`config.mk`:
```
export PLATFORM = sky130hd
export DESIGN_NAME = branch_resolve_unit
export DESIGN_NICKNAME = d
export VERILOG_FILES = /design/src/rtl/bru_pkg.sv /design/src/rtl/bru_pred_fifo.sv /design/src/rtl/branch_resolve_unit.sv
export SDC_FILE = /design/constraint.sdc
export NUM_CORES = 1
export LEC_CHECK = 0
export BUFFER_PORTS_ARGS = -buffer_cell sky130_fd_sc_hd__buf_2
export CAP_MARGIN = 5
export CELL_PAD_IN_SITES_DETAIL_PLACEMENT = 1
export CELL_PAD_IN_SITES_GLOBAL_PLACEMENT = 2
export CORE_AREA = 2 2 206 208
export DETAILED_ROUTE_END_ITERATION = 7
export DIE_AREA = 0 0 208 210
export GPL_ROUTABILITY_DRIVEN = 0
export GPL_TIMING_DRIVEN = 0
export PLACE_DENSITY = 0.75
export SYNTH_ARGS = -nofsm -noshare
export SYNTH_HDL_FRONTEND = slang
export SYNTH_SLANG_ARGS = --single-unit
```
`constraint.sdc`:
```
create_clock -name clk -period 11.48 [get_ports clk]
set_clock_uncertainty 0.05 [all_clocks]
set_input_delay 1.148 -clock clk [delete_from_list [all_inputs] [get_ports clk]]
set_output_delay 1.148 -clock clk [all_outputs]
set_load 0.03 [all_outputs]
```
`src/rtl/bru_pkg.sv`:
```
// Shared types for the branch resolve unit.
//   pred_entry_t : one in-flight prediction {taken, pc, target}
//   bru_state_t  : resolve FSM states
//   INSTR_BYTES  : fall-through step used for not-taken redirects
package bru_pkg;
  localparam int INSTR_BYTES = 4;
  // Entry field width. The top's XLEN must match it.
  localparam int PC_W = 32;

  typedef enum logic {
    RUN     = 1'b0,
    RECOVER = 1'b1
  } bru_state_t;

  typedef struct packed {
    logic            taken;
    logic [PC_W-1:0] pc;
    logic [PC_W-1:0] target;
  } pred_entry_t;
endpackage

```
`src/rtl/bru_pred_fifo.sv`:
```
// In-order FIFO of in-flight predictions.
//   push/wdata : enqueue when not full
//   pop/rdata  : rdata shows the head, and the head is dequeued when not empty
//   clear      : empties the queue; it takes priority over push and pop
//   count/full/empty : occupancy. The explicit counter removes any full/empty ambiguity.
module bru_pred_fifo #(
  parameter  int DEPTH = 4,
  parameter  int W     = 65,
  localparam int AW    = $clog2(DEPTH),
  localparam int CW    = AW + 1
) (
  input  logic          clk,
  input  logic          rst_n,
  input  logic          push,
  input  logic          pop,
  input  logic          clear,
  input  logic [W-1:0]  wdata,
  output logic [W-1:0]  rdata,
  output logic [CW-1:0] count,
  output logic          full,
  output logic          empty
);
  logic [W-1:0]  mem [DEPTH];
  logic [AW-1:0] wr_ptr, rd_ptr;
  logic          do_push, do_pop;

  assign full    = (count == CW'(DEPTH));
  assign empty   = (count == '0);
  assign do_push = push && !full;
  assign do_pop  = pop && !empty;
  assign rdata   = mem[rd_ptr];

  // DEPTH is a power of 2, so the pointers wrap modulo DEPTH on their own.
  always_ff @(posedge clk) begin
    if (!rst_n || clear) begin
      wr_ptr <= '0;
      rd_ptr <= '0;
      count  <= '0;
    end else begin
      if (do_push) wr_ptr <= wr_ptr + 1'b1;
      if (do_pop)  rd_ptr <= rd_ptr + 1'b1;
      count <= count + CW'(do_push) - CW'(do_pop);
    end
  end

  // Storage has no reset. The entries are only read behind a valid count.
  always_ff @(posedge clk) begin
    if (do_push && !clear) mem[wr_ptr] <= wdata;
  end
endmodule

```
`src/rtl/branch_resolve_unit.sv`:
```
// Resolves fetch-time branch predictions against EX outcomes.
//   pred_*      : prediction push from fetch, and pred_ready back-pressure
//   ex_*        : resolution of the oldest in-flight branch
//   upd_*       : predictor update strobe and outcome (registered)
//   flush/redirect_pc : one-cycle squash and restart PC on a mispredict
//   inflight, br_count, mp_count, underflow_err : status and saturating counters
module branch_resolve_unit
  import bru_pkg::*;
#(
  parameter  int XLEN  = 32,
  parameter  int DEPTH = 4,
  parameter  int CNT_W = 16,
  localparam int CW    = $clog2(DEPTH) + 1
) (
  input  logic            clk,
  input  logic            rst_n,
  input  logic            pred_valid,
  input  logic            pred_taken,
  input  logic [XLEN-1:0] pred_pc,
  input  logic [XLEN-1:0] pred_target,
  output logic            pred_ready,
  input  logic            ex_valid,
  input  logic            ex_taken,
  input  logic [XLEN-1:0] ex_target,
  output logic            upd_valid,
  output logic            upd_outcome,
  output logic            flush,
  output logic [XLEN-1:0] redirect_pc,
  output logic [CW-1:0]   inflight,
  output logic [CNT_W-1:0] br_count,
  output logic [CNT_W-1:0] mp_count,
  output logic            underflow_err
);
  bru_state_t  state, state_nxt;
  pred_entry_t wentry, head;
  logic        full, empty, push, pop, mispredict;

  // Ready depends only on registered state. A pop in this same cycle does not free a slot early.
  assign pred_ready = (state == RUN) && !full;
  assign push       = pred_valid && pred_ready;
  assign pop        = ex_valid && (state == RUN) && !empty;
  assign mispredict = pop && ((head.taken != ex_taken) ||
                              (ex_taken && (head.target != ex_target)));

  assign wentry = '{taken: pred_taken, pc: pred_pc, target: pred_target};

  bru_pred_fifo #(.DEPTH(DEPTH), .W($bits(pred_entry_t))) u_fifo (
    .clk   (clk),
    .rst_n (rst_n),
    .push  (push),
    .pop   (pop),
    .clear (mispredict),   // same-cycle push is dropped with the wrong path
    .wdata (wentry),
    .rdata (head),
    .count (inflight),
    .full  (full),
    .empty (empty)
  );

  always_comb begin
    state_nxt = state;
    case (state)
      RUN:     if (mispredict) state_nxt = RECOVER;
      RECOVER: state_nxt = RUN;
      default: state_nxt = RUN;
    endcase
  end

  always_ff @(posedge clk) begin
    if (!rst_n) begin
      state         <= RUN;
      upd_valid     <= 1'b0;
      upd_outcome   <= 1'b0;
      flush         <= 1'b0;
      redirect_pc   <= '0;
      br_count      <= '0;
      mp_count      <= '0;
      underflow_err <= 1'b0;
    end else begin
      state       <= state_nxt;
      upd_valid   <= pop;
      upd_outcome <= pop && ex_taken;
      flush       <= mispredict;
      if (mispredict)
        redirect_pc <= ex_taken ? ex_target : head.pc + XLEN'(INSTR_BYTES);
      if (pop && (br_count != '1))
        br_count <= br_count + 1'b1;
      if (mispredict && (mp_count != '1))
        mp_count <= mp_count + 1'b1;
      if (ex_valid && (state == RUN) && empty)
        underflow_err <= 1'b1;
    end
  end
endmodule

```
==> results of run 1 <==
-- through the flow --
stage	hold slack, ns	worst slack, ns
6_report	0.3983	7.192
5_1_grt	0.4247	6.912
4_1_cts	0.4041	7.127
3_5_place_dp	0.3945	7.000
3_3_place_gp	0.3853	4.887
2_1_floorplan	0.4525	7.011
-- routing by layer --
metal  global-route usage [%]  up-vias  routed length [um]
met3                    4.201       55                2409
met1                    24.60     4387               17680
li1                         -     4092                   -
met4                    4.353        6                 780
met2                    28.92      243               18130
met5                        0        -                  33
-- cell usage after synthesis, types with 3 or more instances --
cell / instances / area [sq um]
a21oi_1: 18 / 90.09
a31oi_1: 4 / 25.02
nor4_1: 3 / 18.77
and4_1: 9 / 78.83
buf_6: 7 / 78.83
nand2b_1: 20 / 125.1
mux4_2: 32 / 720.7
mux2i_1: 40 / 400.4
xnor2_1: 54 / 473.0
and3_1: 17 / 106.4
nor3_1: 22 / 110.1
o31ai_1: 4 / 30.03
nand2_1: 70 / 262.8
a211oi_1: 3 / 22.52
edfxtp_1: 260 / 7807
nor2_1: 23 / 86.33
and2_1: 5 / 31.28
nand4_1: 19 / 118.9
o211ai_1: 10 / 75.07
o21ai_0: 35 / 175.2
mux4_1: 28 / 735.7
nand3_1: 44 / 220.2
dfxtp_1: 78 / 1562
ha_1: 9 / 112.6
xor2_1: 22 / 192.7
buf_12: 3 / 60.06
buf_2: 9 / 45.04
clkbuf_1: 22 / 82.58
inv_1: 17 / 63.81
or3_1: 9 / 56.30
a21o_1: 5 / 37.54
-- worst max-delay path, cell delays in order (launching register included) --
cell and delay, ns:
dfxtp_1 0.36, buf_6 0.20, mux4_1 0.64, xnor2_1 0.18
nand2_1 0.07, a2111oi_0 0.65, nand4_1 0.48, nand2_2 0.40
and3_4 0.58, buf_16 0.30
-- layout make-up --
| type | count | area [sq um] |
|---|---|---|
| Clock buffer | 48 | 1031 |
| Inverter | 17 | 63.81 |
| Multi-Input combinational cell | 537 | 4617 |
| Buffer | 47 | 322.8 |
| Antenna cell | 4 | 10.01 |
| Tap cell | 539 | 674.4 |
| Timing Repair Buffer | 176 | 970.9 |
| Fill cell | 4263 | 24210 |
| Sequential cell | 338 | 9369 |
| Clock inverter | 24 | 205.2 |
-- registers in the layout, indices dropped and copies added (netlist names), named ones only --
name and count:
u_fifo.mem 260, upd_outcome 1, mp_count 16, state 1, underflow_err 1, br_count 16
u_fifo.rd_ptr 2, upd_valid 1, u_fifo.wr_ptr 2, flush 1, u_fifo.count 3, redirect_pc 32
-- final timing paths --
kind,endpoint,slack (ns),from
worst max register to register,u_fifo.mem[2][39],7.19,register
worst max-delay path,u_fifo.mem[2][39],7.19,register
worst min register to register,redirect_pc[18],0.40,redirect_pc[18]
worst min-delay path,redirect_pc[18],0.40,redirect_pc[18]
-- report_power, final --
| group | switching (mW) | internal, mW | leakage, nW |
|---|---|---|---|
| clock network | 0.497 | 0.708 | 0.606 |
| registers | 0.0629 | 1.50 | 3.01 |
| logic | 0.572 | 0.389 | 2.46 |
| total | 1.13 | 2.60 | 6.07 |
-- cells by family (layout without fill, tap and decap cells) --
family                     after synthesis  count (layout)  synth area share, %
DFF                                    338             338                65.28
and+or+nand+nor                        255             255                9.354
muxes                                  100             100                12.94
AOI/OAI and AO/OA                       96              96                4.176
xor gates and xnor gates                76              76                4.638
buffers and inverters                   64             312                2.694
adders and majority gates               10              10               0.9241
other                                    0               4                    0
==> reports/results.txt, run 1 <==
status: completed
TritonCTS clock tree: yes
post-route cell area: 17,260 sq um
Top FF cell, synth: edfxtp_1
die width: 208 um
kind of end point of the critical path: register
signal arrival time at the worst endpoint: 4.47 ns
CP Class: reg2reg
leak pwr: 6.072 nW
RSZ-0062 raised after global routing: no
htree depth: 2
I/O Pins: 174
port bufs: 172
crit share post-route: 37.35%
starting density of the core: 34.60%
vias in the first global route: 9,102
first-pass GRT wire length: 58,190 um
final net count: 1,268
height of the die: 210 um
Net Count, Synth: 1,051
setup TNS: 0 ns
dpl cells: 1,654
Syn Inst Count: 939
register area share after synthesis: 65.28%
DRC errors left: 0
Synthesis Warnings: 0
clk buf depth: 3
share of flip-flops with an asynchronous set or reset: 0%
Post-synth EDFFs: 260
fmax: 233.2 MHz
PostCTS Resize Cnt: 0
Sink Count: 338
DP Area: 16,020 sq um
Hold Path Depth: 2
Critical Path Source Type: register
Final HPWL DP: 28,560 um
GRT Util Overall: 17.92%
drt pass-1 iters: 5
num rows: 75
largest net degree at the start of global routing: 45
Yosys cell types: 62
maximum fanout along the worst path: 38
commonest non-fill, non-tap cell in the layout: edfxtp_1
total congestion overflow: 0
Core ar.: 41,480 sq um
Antenna Nets Post-Route: 0
Final Total Pwr: 3.729 mW
final hold vios: 0
worst-margin pin slew: 0.7019 ns
maxcap violations: 0
total die area: 43,680 sq um
max-slew violations: 0
clk_lat worst skew: 0.55 ns
drt wl/cell: 22.56 um
Layout area overhead: 20.29%
hold_buf cts: 0
HP Class: reg2reg
clk slew on worst S/H paths: 0.06 ns
CP required: 11.66 ns
synthesized flop and latch total: 338
pwr dens: 216.0 nW/um^2
1st-iter DRT viols: 539
cell count of the worst reg-to-reg path: 9
fin cells: 1,730
total setup buffers inserted after CTS: 0
CTS Root Buffer Type: clkbuf_16
share of layout cells above drive strength 1: 25.11%
worst vdd ir: 0.09639 mV
Final setup viols: 0
Synth Area per Inst: 15.28 sq um
Final Util: 41.62%
Tmin final: 4.288 ns
CTS Buf Count: 39
Worst slew margin: 52.00%
commonest non-fill, non-tap cells in the layout: edfxtp_1 (260), buf_2 (181), dfxtp_1 (78)
final WL: 39,030 um
vias: 8,783
Synth Cell Area: 14,350 sq um
Vias/cell: 5.077
initial antenna violation count: 5
Note: power is estimated with default switching activity, not from simulation.
==> inputs of run 2 (changes only) <==
--- a/config.mk
+++ b/config.mk
@@ -14,7 +14,7 @@
 export DIE_AREA = 0 0 208 210
 export GPL_ROUTABILITY_DRIVEN = 0
 export GPL_TIMING_DRIVEN = 0
-export PLACE_DENSITY = 0.75
+export PLACE_DENSITY = 0.78
 export SYNTH_ARGS = -nofsm -noshare
 export SYNTH_HDL_FRONTEND = slang
 export SYNTH_SLANG_ARGS = --single-unit
==> constraint.sdc (replaced) <==
create_clock -name clk -period 3.8 [get_ports clk]
set_clock_uncertainty 0.05 [all_clocks]
set_input_delay 0.38 -clock clk [delete_from_list [all_inputs] [get_ports clk]]
set_output_delay 0.38 -clock clk [all_outputs]
set_load 0.03 [all_outputs]
==> reports/results.txt, run 2 (synthesis results as in run 1) <==
status: completed
final WL: 40,270 um (+3.2%)
die width: 208 um (unchanged)
most flop-heavy register: u_fifo.mem
P_int: 7.961 mW (+210%)
combinational share of power: 26.6% (+0.8 points)
top flop regs: u_fifo.mem: 260 flops, redirect_pc: 32 flops
htree depth: 2 (unchanged)
setup ws final: 0.2425 ns (-6.949 ns)
max FFs per register: 260 (unchanged)
starting density of the core: 34.60% (unchanged)
kind of end point of the critical path: register
share of layout cells above drive strength 1: 25.83% (+0.72 points)
setup TNS: 0 ns (unchanged)
commonest non-fill, non-tap cells in the layout: edfxtp_1 (260), buf_2 (181), dfxtp_1 (78)
clk buf depth: 3 (unchanged)
Critical Path Source Type: register
switching share of power: 30.41% (+0.041 points)
largest net degree at the start of global routing: 46 (+2.2%)
Final HPWL DP: 28,220 um (-1.2%)
dpl cells: 1,654 (unchanged)
total die area: 43,680 sq um (unchanged)
1st-iter DRT viols: 665 (+23%)
fin cells: 1,751 (+1.2%)
CP Class: reg2reg
drt pass-1 iters: 5 (unchanged)
signal arrival time at the worst endpoint: 3.71 ns (-0.76 ns)
commonest non-fill, non-tap cell in the layout: edfxtp_1
first-pass GRT wire length: 59,460 um (+2.2%)
total congestion overflow: 0 (unchanged)
I/O Pins: 174 (unchanged)
Layout area overhead: 22.39%
Core ar.: 41,480 sq um (unchanged)
leak pwr: 6.198 nW (+2.1%)
Sink Count: 338 (unchanged)
sw power: 3.478 mW (+210%)
crit share post-route: 93.62% (+56 points)
port bufs: 172 (unchanged)
CTS Buf Count: 38 (-2.6%)
Antenna Nets Post-Route: 0 (unchanged)
worst-margin pin slew: 0.8123 ns (+0.1104 ns)
clk_lat worst skew: 0.54 ns (about the same)
Register Area: 9369 sq um (unchanged)
DP Area: 16,020 sq um (unchanged)
num rows: 75 (unchanged)
vias in the first global route: 9,485 (+4.2%)
max-slew violations: 0 (unchanged)
CTS Root Buffer Type: clkbuf_16
clk slew on worst S/H paths: 0.06 ns (about the same)
Multi-input gate area: 4668 sq um (+1.1%)
HP Class: in2reg
pwr dens: 651.2 nW/um^2 (+200%)
post-place setup slack: -0.5931 ns (-7.593 ns)
worst vdd ir: 0.4077 mV (+320%)
GRT Util Overall: 18.27% (+0.35 points)
DRC errors left: 0 (unchanged)
Final Total Pwr: 11.44 mW (+210%)
Final setup viols: 0 (unchanged)
maxcap violations: 0 (unchanged)
Final Hold Slack: 0.01519 ns (-0.3831 ns)
drt wl/cell: 23.00 um (+1.9%)
CP required: 3.95 ns (-7.71 ns)
Tmin final: 3.557 ns (-0.7306 ns)
Worst slew margin: 45.85% (-6.2 points)
clock share of power: 32.3% (about the same)
vias: 9,103 (+3.6%)
initial antenna violation count: 4 (-1)
Final Util: 42.35% (+0.73 points)
Fill cells: 4,274 (+0.26%)
post-route cell area: 17,570 sq um (+1.7%)
ant diodes: 0 (-4)
height of the die: 210 um (unchanged)
final net count: 1,297 (+2.3%)
fmax: 281.1 MHz (+21%)
Vias/cell: 5.199 (+2.4%)
final hold vios: 0 (unchanged)
TritonCTS clock tree: yes
RSZ-0062 raised after global routing: no
maximum fanout along the worst path: 44 (+16%)
Flop pwr share: 41.2% (-0.7 points)
[run 2: power groups by stage]
stage	sequential, mW	clock [mW]	combinational, mW
3_3_place_gp	4.78	0	2.86
2_1_floorplan	4.94	0	1.82
4_1_cts	4.71	3.78	3.07
5_1_grt	4.75	3.91	3.29
3_5_place_dp	4.79	0	2.96
6_report	4.71	3.69	3.04
[run 2: path summary, 6_finish.rpt]
path,start,end,slack [ns],cells after the start
worst min-delay path,pred_target[31],u_fifo.mem[1][31],0.02,1
worst max register to register,register,u_fifo.mem[3][10],0.24,10
worst max-delay path,register,u_fifo.mem[3][10],0.24,10
worst min register to register,redirect_pc[18],redirect_pc[18],0.41,2
[run 2: metal layers]
metal / part of all wire (%) / global-route usage [%]
met5: 0.12 / 0
met3: 7.0 / 4.410
met1: 44 / 24.75
met2: 47 / 29.57
met4: 2.2 / 4.842
[run 2: area by class of cell]
class                           count  area share, %
Clock buffer                       43          5.641
Inverter                           17         0.3633
Sequential cell                   338          53.34
Clock inverter                     24          1.460
Timing Repair Buffer              202          6.938
Multi-Input combinational cell    541          26.58
Tap cell                          539          3.839
Buffer                             47          1.845
[run 2: critical path, stage by stage, from the launching register on]
cell and delay, ns:
dfxtp_1 0.36, buf_6 0.20, mux4_1 0.63, xnor2_1 0.28, nand2_1 0.10, a2111oi_2 0.37
nand4_1 0.13, buf_4 0.18, nand2_4 0.19, and3_4 0.38, buf_16 0.29
[run 2: timing repair]
action	4_1_cts	5_1_grt
pin swaps	5	4
cloned	4	0
hold endpoints to repair	73	0
buffers inserted	2	3
setup endpoints to repair	260	179
hold buffers	21	0
gates resized for setup	3	3
